File: config.mk
export PLATFORM = sky130hd
export DESIGN_NAME = hamming_decoder
export DESIGN_NICKNAME = d
export VERILOG_FILES = /design/src/rtl/hamming_decoder.sv
export SDC_FILE = /design/constraint.sdc
export NUM_CORES = 1
export LEC_CHECK = 0
export ABC_CLOCK_PERIOD_IN_PS = 1900
export CAP_MARGIN = 20
export CORE_ASPECT_RATIO = 1.25
export CORE_MARGIN = 2
export CORE_UTILIZATION = 45
export CTS_CLUSTER_DIAMETER = 30
export DETAILED_ROUTE_END_ITERATION = 8
export PLACE_DENSITY_LB_ADDON = 0.25
export SLEW_MARGIN = 20
export SYNTH_ARGS = -nofsm -noshare
export SYNTH_HDL_FRONTEND = slang
export SYNTH_SLANG_ARGS = --single-unit
File: constraint.sdc
create_clock -name Clk -period 1.9 [get_ports Clk]
set_clock_uncertainty 0.15 [all_clocks]
set_input_delay 0.285 -clock Clk [delete_from_list [all_inputs] [get_ports Clk]]
set_output_delay 0.285 -clock Clk [all_outputs]
set_load 0.02 [all_outputs]
File: src/rtl/hamming_decoder.sv
// hamming_decoder: single-error-correcting decoder for 17-bit Hamming words.
// Two registered valid/ready stages feed corrected data and status downstream.
module hamming_decoder #(
   parameter int CNT_W = 8
) (
   input  logic             Clk,
   input  logic             Reset,
   input  logic [0:16]      code_in,
   input  logic             in_valid,
   output logic             in_ready,
   output logic [0:11]      data_out,
   output logic             out_valid,
   input  logic             out_ready,
   output logic             err_corrected,
   output logic             err_uncorrectable,
   output logic [4:0]       syndrome,
   output logic [CNT_W-1:0] corr_count,
   output logic [CNT_W-1:0] uncorr_count,
   input  logic             clear_counts
);

   // Syndrome bit b is the parity of every index whose position (k+1)
   // has bit b set; position 16 only pairs with 17 for bit 4.
   function automatic logic [4:0] calc_syndrome(input logic [0:16] cw);
      logic [4:0] s;
      logic [4:0] pos;
      s = '0;
      for (int k = 0; k < 17; k++) begin
         pos = 5'(k + 1);
         for (int b = 0; b < 5; b++) begin
            if (pos[b]) begin
               s[b] = s[b] ^ cw[k];
            end
         end
      end
      return s;
   endfunction

   // Flip the single index addressed by an in-range syndrome.
   function automatic logic [0:16] correct(input logic [0:16] cw,
                                           input logic [4:0]  s);
      logic [0:16] c;
      c = cw;
      for (int k = 0; k < 17; k++) begin
         if (s == 5'(k + 1)) begin
            c[k] = ~cw[k];
         end
      end
      return c;
   endfunction

   // Data lives at every non-power-of-two position, in ascending order.
   function automatic logic [0:11] extract(input logic [0:16] cw);
      return {cw[2],  cw[4],  cw[5],  cw[6],
              cw[8],  cw[9],  cw[10], cw[11],
              cw[12], cw[13], cw[14], cw[16]};
   endfunction

   logic              s1_valid_q, s1_valid_d;
   logic [0:16]       s1_code_q, s1_code_d;
   logic [4:0]        s1_syn_q, s1_syn_d;

   logic              s2_valid_q, s2_valid_d;
   logic [0:11]       s2_data_q, s2_data_d;
   logic [4:0]        s2_syn_q, s2_syn_d;
   logic              s2_corr_q, s2_corr_d;
   logic              s2_uncorr_q, s2_uncorr_d;

   logic [CNT_W-1:0]  corr_cnt_q, corr_cnt_d;
   logic [CNT_W-1:0]  uncorr_cnt_q, uncorr_cnt_d;

   logic              s1_ready;
   logic              s2_ready;
   logic              in_fire;
   logic              s2_load;
   logic              out_fire;
   logic [0:16]       fixed_word;
   logic              s1_is_corr;
   logic              s1_is_uncorr;

   // A stage may take a new word when empty or when its word leaves now.
   assign s2_ready = !s2_valid_q || out_ready;
   assign s1_ready = !s1_valid_q || s2_ready;
   assign in_ready = s1_ready;
   assign in_fire  = in_valid && s1_ready;
   assign s2_load  = s1_valid_q && s2_ready;
   assign out_fire = s2_valid_q && out_ready;

   assign fixed_word   = correct(s1_code_q, s1_syn_q);
   assign s1_is_corr   = (s1_syn_q != 5'd0) && (s1_syn_q <= 5'd17);
   assign s1_is_uncorr = (s1_syn_q >= 5'd18);

   // Stage 1: capture the incoming word together with its syndrome.
   always_comb begin
      s1_valid_d = s1_valid_q;
      s1_code_d  = s1_code_q;
      s1_syn_d   = s1_syn_q;
      if (s1_ready) begin
         s1_valid_d = in_valid;
      end
      if (in_fire) begin
         s1_code_d = code_in;
         s1_syn_d  = calc_syndrome(code_in);
      end
   end

   // Stage 2: correct, extract data and latch status; hold while stalled.
   always_comb begin
      s2_valid_d  = s2_valid_q;
      s2_data_d   = s2_data_q;
      s2_syn_d    = s2_syn_q;
      s2_corr_d   = s2_corr_q;
      s2_uncorr_d = s2_uncorr_q;
      if (s2_ready) begin
         s2_valid_d = s1_valid_q;
      end
      if (s2_load) begin
         s2_data_d   = extract(fixed_word);
         s2_syn_d    = s1_syn_q;
         s2_corr_d   = s1_is_corr;
         s2_uncorr_d = s1_is_uncorr;
      end
   end

   // Saturating counters bump on delivery; clear overrides any bump.
   always_comb begin
      corr_cnt_d   = corr_cnt_q;
      uncorr_cnt_d = uncorr_cnt_q;
      if (clear_counts) begin
         corr_cnt_d   = '0;
         uncorr_cnt_d = '0;
      end else if (out_fire) begin
         if (s2_corr_q && (corr_cnt_q != '1)) begin
            corr_cnt_d = corr_cnt_q + CNT_W'(1);
         end
         if (s2_uncorr_q && (uncorr_cnt_q != '1)) begin
            uncorr_cnt_d = uncorr_cnt_q + CNT_W'(1);
         end
      end
   end

   // State registers; reset drops every word in flight.
   always_ff @(posedge Clk or posedge Reset) begin
      if (Reset) begin
         s1_valid_q   <= 1'b0;
         s1_code_q    <= '0;
         s1_syn_q     <= '0;
         s2_valid_q   <= 1'b0;
         s2_data_q    <= '0;
         s2_syn_q     <= '0;
         s2_corr_q    <= 1'b0;
         s2_uncorr_q  <= 1'b0;
         corr_cnt_q   <= '0;
         uncorr_cnt_q <= '0;
      end else begin
         s1_valid_q   <= s1_valid_d;
         s1_code_q    <= s1_code_d;
         s1_syn_q     <= s1_syn_d;
         s2_valid_q   <= s2_valid_d;
         s2_data_q    <= s2_data_d;
         s2_syn_q     <= s2_syn_d;
         s2_corr_q    <= s2_corr_d;
         s2_uncorr_q  <= s2_uncorr_d;
         corr_cnt_q   <= corr_cnt_d;
         uncorr_cnt_q <= uncorr_cnt_d;
      end
   end

   assign out_valid         = s2_valid_q;
   assign data_out          = s2_data_q;
   assign syndrome          = s2_syn_q;
   assign err_corrected     = s2_corr_q;
   assign err_uncorrectable = s2_uncorr_q;
   assign corr_count        = corr_cnt_q;
   assign uncorr_count      = uncorr_cnt_q;

endmodule

== Word-level counts from Yosys, hierarchy flattened ==
Cells that the tools add are included.
Storage, ports and cells
  bits in registers: 57
  word-level logic and storage cells: 134
  latch bits: 0
  memories kept: 0
  input port bits: 22
  bits in writable memories: 0
  output and inout bits: 37
  bits in read-only memories: 0
Operators by class
  shift-type cells: 0
  multiplexer cells: 48
  equal/unequal tests: 14
  divide/modulo/power cells: 0
  multipliers: 0
  magnitude comparators: 2
  bitwise logic cells: 42
  add/sub/neg operators: 2
  reduce and logical (&&, ||, !) cells: 16
Operators with widths (count)
  $mux 8: 6
  $mux 1: 42
  $eq 5x4->1 const B: 7
  $xor 1x1->1: 30
  $add 8x1->8 const B: 2
  $ne 8x8->1 const B: 2
  $eq 5x3->1 const B: 3
  $not 1->1: 12
  $logic_and 1x1->1: 6
  $reduce_bool 2->1: 3
  $eq 5x2->1 const B: 1
  $eq 5x5->1 const B: 1
  $ge 5x5->1 const B: 1
  $le 5x5->1 const B: 1
  $reduce_bool 5->1: 1
  $reduce_and 2->1: 2
  $logic_not 1->1: 2
  $logic_or 1x1->1: 2

== Longest topological paths before layout ==
  word-level depth: 20
  depth in mapped cells: 6
  gate-level depth less buffers: 5

== Worst setup path before layout ==
OpenSTA, ideal clock, no wires.
  kind: register to register
  from: register corr_cnt_q[0] (netlist: corr_count[0])
  to: register corr_cnt_q[7] (netlist: corr_count[7])
  buffers on the path: 0
  setup slack: -144 ps
  setup time: 78 ps
  data arrival time: 1816 ps
  clock period less this slack: 2044 ps
  required time: 1672 ps
  cell stages (with the launch flop): 6
  path through: dfrtp_1 ha_1 nand4_1 or4b_4 or3_1 a21oi_1
Between the ends
  cells in the longest elaborated chain, start to end: 4
  elaborated cells on any way between the ends: 8
  those cells by class: add/sub: 1; eq/ne: 1; mux: 3; reduce/logical: 3
RTL lines
  from (decl): RTL line 69  | logic [CNT_W-1:0] corr_cnt_q, corr_cnt_d;
  from (signal assigned): RTL line 164  | corr_cnt_q <= corr_cnt_d;
  $add 8x1->8 / $ne 8x8->1 (equally long branches): RTL line 134, 133
  $mux 8 / $logic_and 1x1->1 (equally long branches): RTL line 133  | if (s2_corr_q && (corr_cnt_q != '1)) begin
  $mux 8 / $reduce_bool 2->1 (equally long branches)
  $mux 8 / $reduce_and 2->1 (equally long branches)
Parallel ways exist; a longest one is shown, timed or not. The select of a mux whose other input is x is not followed.
A chain may end at the register's enable or synchronous reset.

== Worst setup path in the final report ==
  from: register corr_cnt_q[1] (netlist: corr_count[1])
  to: output port corr_count[1]
RTL lines
  to (decl): RTL line 17  | output logic [CNT_W-1:0] corr_count,
No word-level cell between the ends.

==> metrics.cfg <==
[flow_run]
maxCapViolCount=0

[timing]
layout_min_cycle_time_ns=1.85
setup_ws_ns=0.0470
whs_ns=0.182
slew-limit-headroom_pct=74.7
drv_slew=0
finalSetupViolations=0
finalHoldViolations=0
tightest_slew_ns=0.375
finalCritPeriodShare_pct=97.5
max_clock_freq_ghz=0.540
rsz0062_at_grt=no

[placed_design]
place_ws_ns=-0.243
dp_hpwl_um=4000
port_buffers=58
place.gp.congestion=0.860

[yosys]
ys_seq_area_share_pct=50.7
synthAdderAreaFrac_pct=0.939
synthCells=249
postSynthAreaPerCell_um2=10.7
synth.area.mux_share_pct=9.15
synth_xor_area_share_pct=14.3
synth-compound-area-share_pct=7.42
synth_top_family_by_area=simple AND/OR/NAND/NOR gates
yosys_warnings=0
synth_area_um2=2670
synth.ff_latch_count=54
synthSimpleGateAreaFrac_pct=15.1
postSynthNetCount=273
synth_cell_types=34

[clock_tree]
cts_tree=built
htreeDepth=2
cts_setup_buffers=0
cts-root-buf=clkbuf_8
clk_pin_slew_ns=0.09
clk_latency_ns=0.31
ctsLongestPathBuffers=2
cts_sinks=54
cts_buffers=5

[floorplanning]
die_x_um=72.8
core_area_um2=5740
dieHeight_um=90.0
io_pins=59
die_area_um2=6560
fp-row-count=31
initial_core_util_pct=46.4

[layout]
diodes=0
mostFrequentLayoutCells=55 x clkdlybuf4s50_1, 52 x dfrtp_1, 24 x xnor2_1, 23 x nor2_1
area_delta_synth_final_pct=34.9
drive_gt1_share_pct=17.1
nNetsFinal=344
layout_commonest_cell=clkdlybuf4s50_1
num-fill-cells=491

[worst_setup_path]
cp_max_fo=4
reg2reg_from=corr_count[1]
r2r_cells=5
critical_path_class=reg2out
worst_setup_path_start_kind=flop
crit_start=corr_count[1]
endpoint_kind=output port
endpoint=corr_count[1]
rrSetupSlack_ns=0.06
reg2reg_to=corr_count[7]
required_ns=1.46
crit_arrival_ns=1.42

[drt]
via_per_inst=5.18
wire_per_inst_um=13.5
vias=2005
firstDrtPassIters=4
first_iter_violations=47
ant_nets=0
drc=0
wl_um=5220

[worst_hold_path]
min_path_type=in2async

[pwr]
power_density_nw_per_um2=963
total_power_uw=3460
total_leakage_power_uw=0.00147
max-vdd-ir-drop_mv=0.483

[grt]
antenna_found_initial=0
grt_usage_pct=17.3
grt_pass1_wl_um=8860
grt_pass1_vias=1921
grt_max_degree=55
overflow=0

[outcome]
status=finished, final reports clean

[sequential cells by signal, indices dropped and copies added, names as in the netlist]
signal	flops
syndrome	5
uncorr_count	8
out_valid	1
s1_syn_q	5
err_uncorrectable	1
data_out	12
err_corrected	1
s1_code_q	12
s1_valid_q	1
corr_count	8
[layer usage]
metal  vias up  global-route usage [%]  share of wire (%)
li1        992                       -                  -
met1       953                    20.7                 41
met2        53                    29.8                 52
met3         7                    3.48                4.3
met4         0                    6.64                1.7
met5         -                       0                  0
[worst max-delay path, stage by stage, from the launching register on]
cell and delay [ns]:
dfrtp_2 0.40, buf_4 0.13, clkdlybuf4s50_1 0.59
[kinds of logic after synthesis]
logic type,after synthesis
AOI/OAI and AO/OA,36
buffers and inverters,16
xor gates and xnor gates,42
adders and majority gates,2
and+or+nand+nor,77
DFF,54
muxes,22
[cell usage after synthesis]
library cell	instances	area [µm²]
a21oi_1	19	95.1
and2_1	1	6.26
and3_1	1	6.26
and3_2	2	15.0
buf_1	1	3.75
buf_2	3	15.0
clkbuf_1	9	33.8
dfrtp_1	54	1350
ha_1	2	25.0
inv_1	3	11.3
mux2_2	19	214
mux2i_1	3	30.0
nand2_1	13	48.8
nand2b_1	3	18.8
nand3_1	10	50.1
nand3_2	1	10.0
nand3b_1	3	22.5
nand4_1	3	18.8
nor2_1	23	86.3
nor2b_1	4	25.0
nor3_1	2	10.0
nor3b_1	1	7.51
nor4_1	1	6.26
nor4b_1	1	8.76
o211ai_1	3	22.5
o21ai_0	10	50.1
o21bai_1	1	7.51
o31ai_1	3	22.5
or3_1	4	25.0
or4_1	3	22.5
or4b_4	1	13.8
xnor2_1	24	210
xnor3_1	1	22.5
xor2_1	17	149
[through the flow]
stage / instances / setup TNS, ns / utilization [%] / area, µm²
finish: 387 / 0 / 62.6 / 3600
global route: 387 / 0 / 62.6 / 3600
CTS: 387 / 0 / 62.5 / 3590
detailed placement: 379 / -2.50 / 60.7 / 3480
global placement: 379 / -1.91 / 60.7 / 3480
floorplan: 249 / -0.0270 / - / 2680
[worst min path at each step]
stage,startpoint,to,slack (ns),cells after the start
global placement,s1_valid_q,out_valid,0.33,1
global route,Reset,s1_code_q[11],0.21,3
finish,Reset,data_out[5],0.18,3
detailed placement,s1_valid_q,out_valid,0.34,1
floorplan,in_valid,s1_valid_q,0.24,1
CTS,Reset,s1_code_q[11],0.19,3
[final cells by class]
| type | instances | area (µm²) | area share (%) |
|---|---|---|---|
| multi-input combinational | 179 | 1270 | 35.2 |
| inverter | 3 | 11.3 | 0.313 |
| timing repair buffer | 77 | 777 | 21.6 |
| clock buffer | 7 | 96.3 | 2.68 |
| tap | 66 | 82.6 | 2.30 |
| clock inverter | 1 | 8.76 | 0.244 |
| sequential | 54 | 1350 | 37.6 |
[what timing repair did]
item / 4_1_cts / 5_1_grt
endpoints found under the setup margin: 1 / 3
resized for setup: 1 / 3
hold buffers: 0 / 0
[report_power, final]
part | switching, µW | internal, µW
Combinational | 552 | 631
Sequential | 205 | 1370
Clock | 368 | 335
Total | 1130 | 2340
Power figures use the tool's default switching activity.
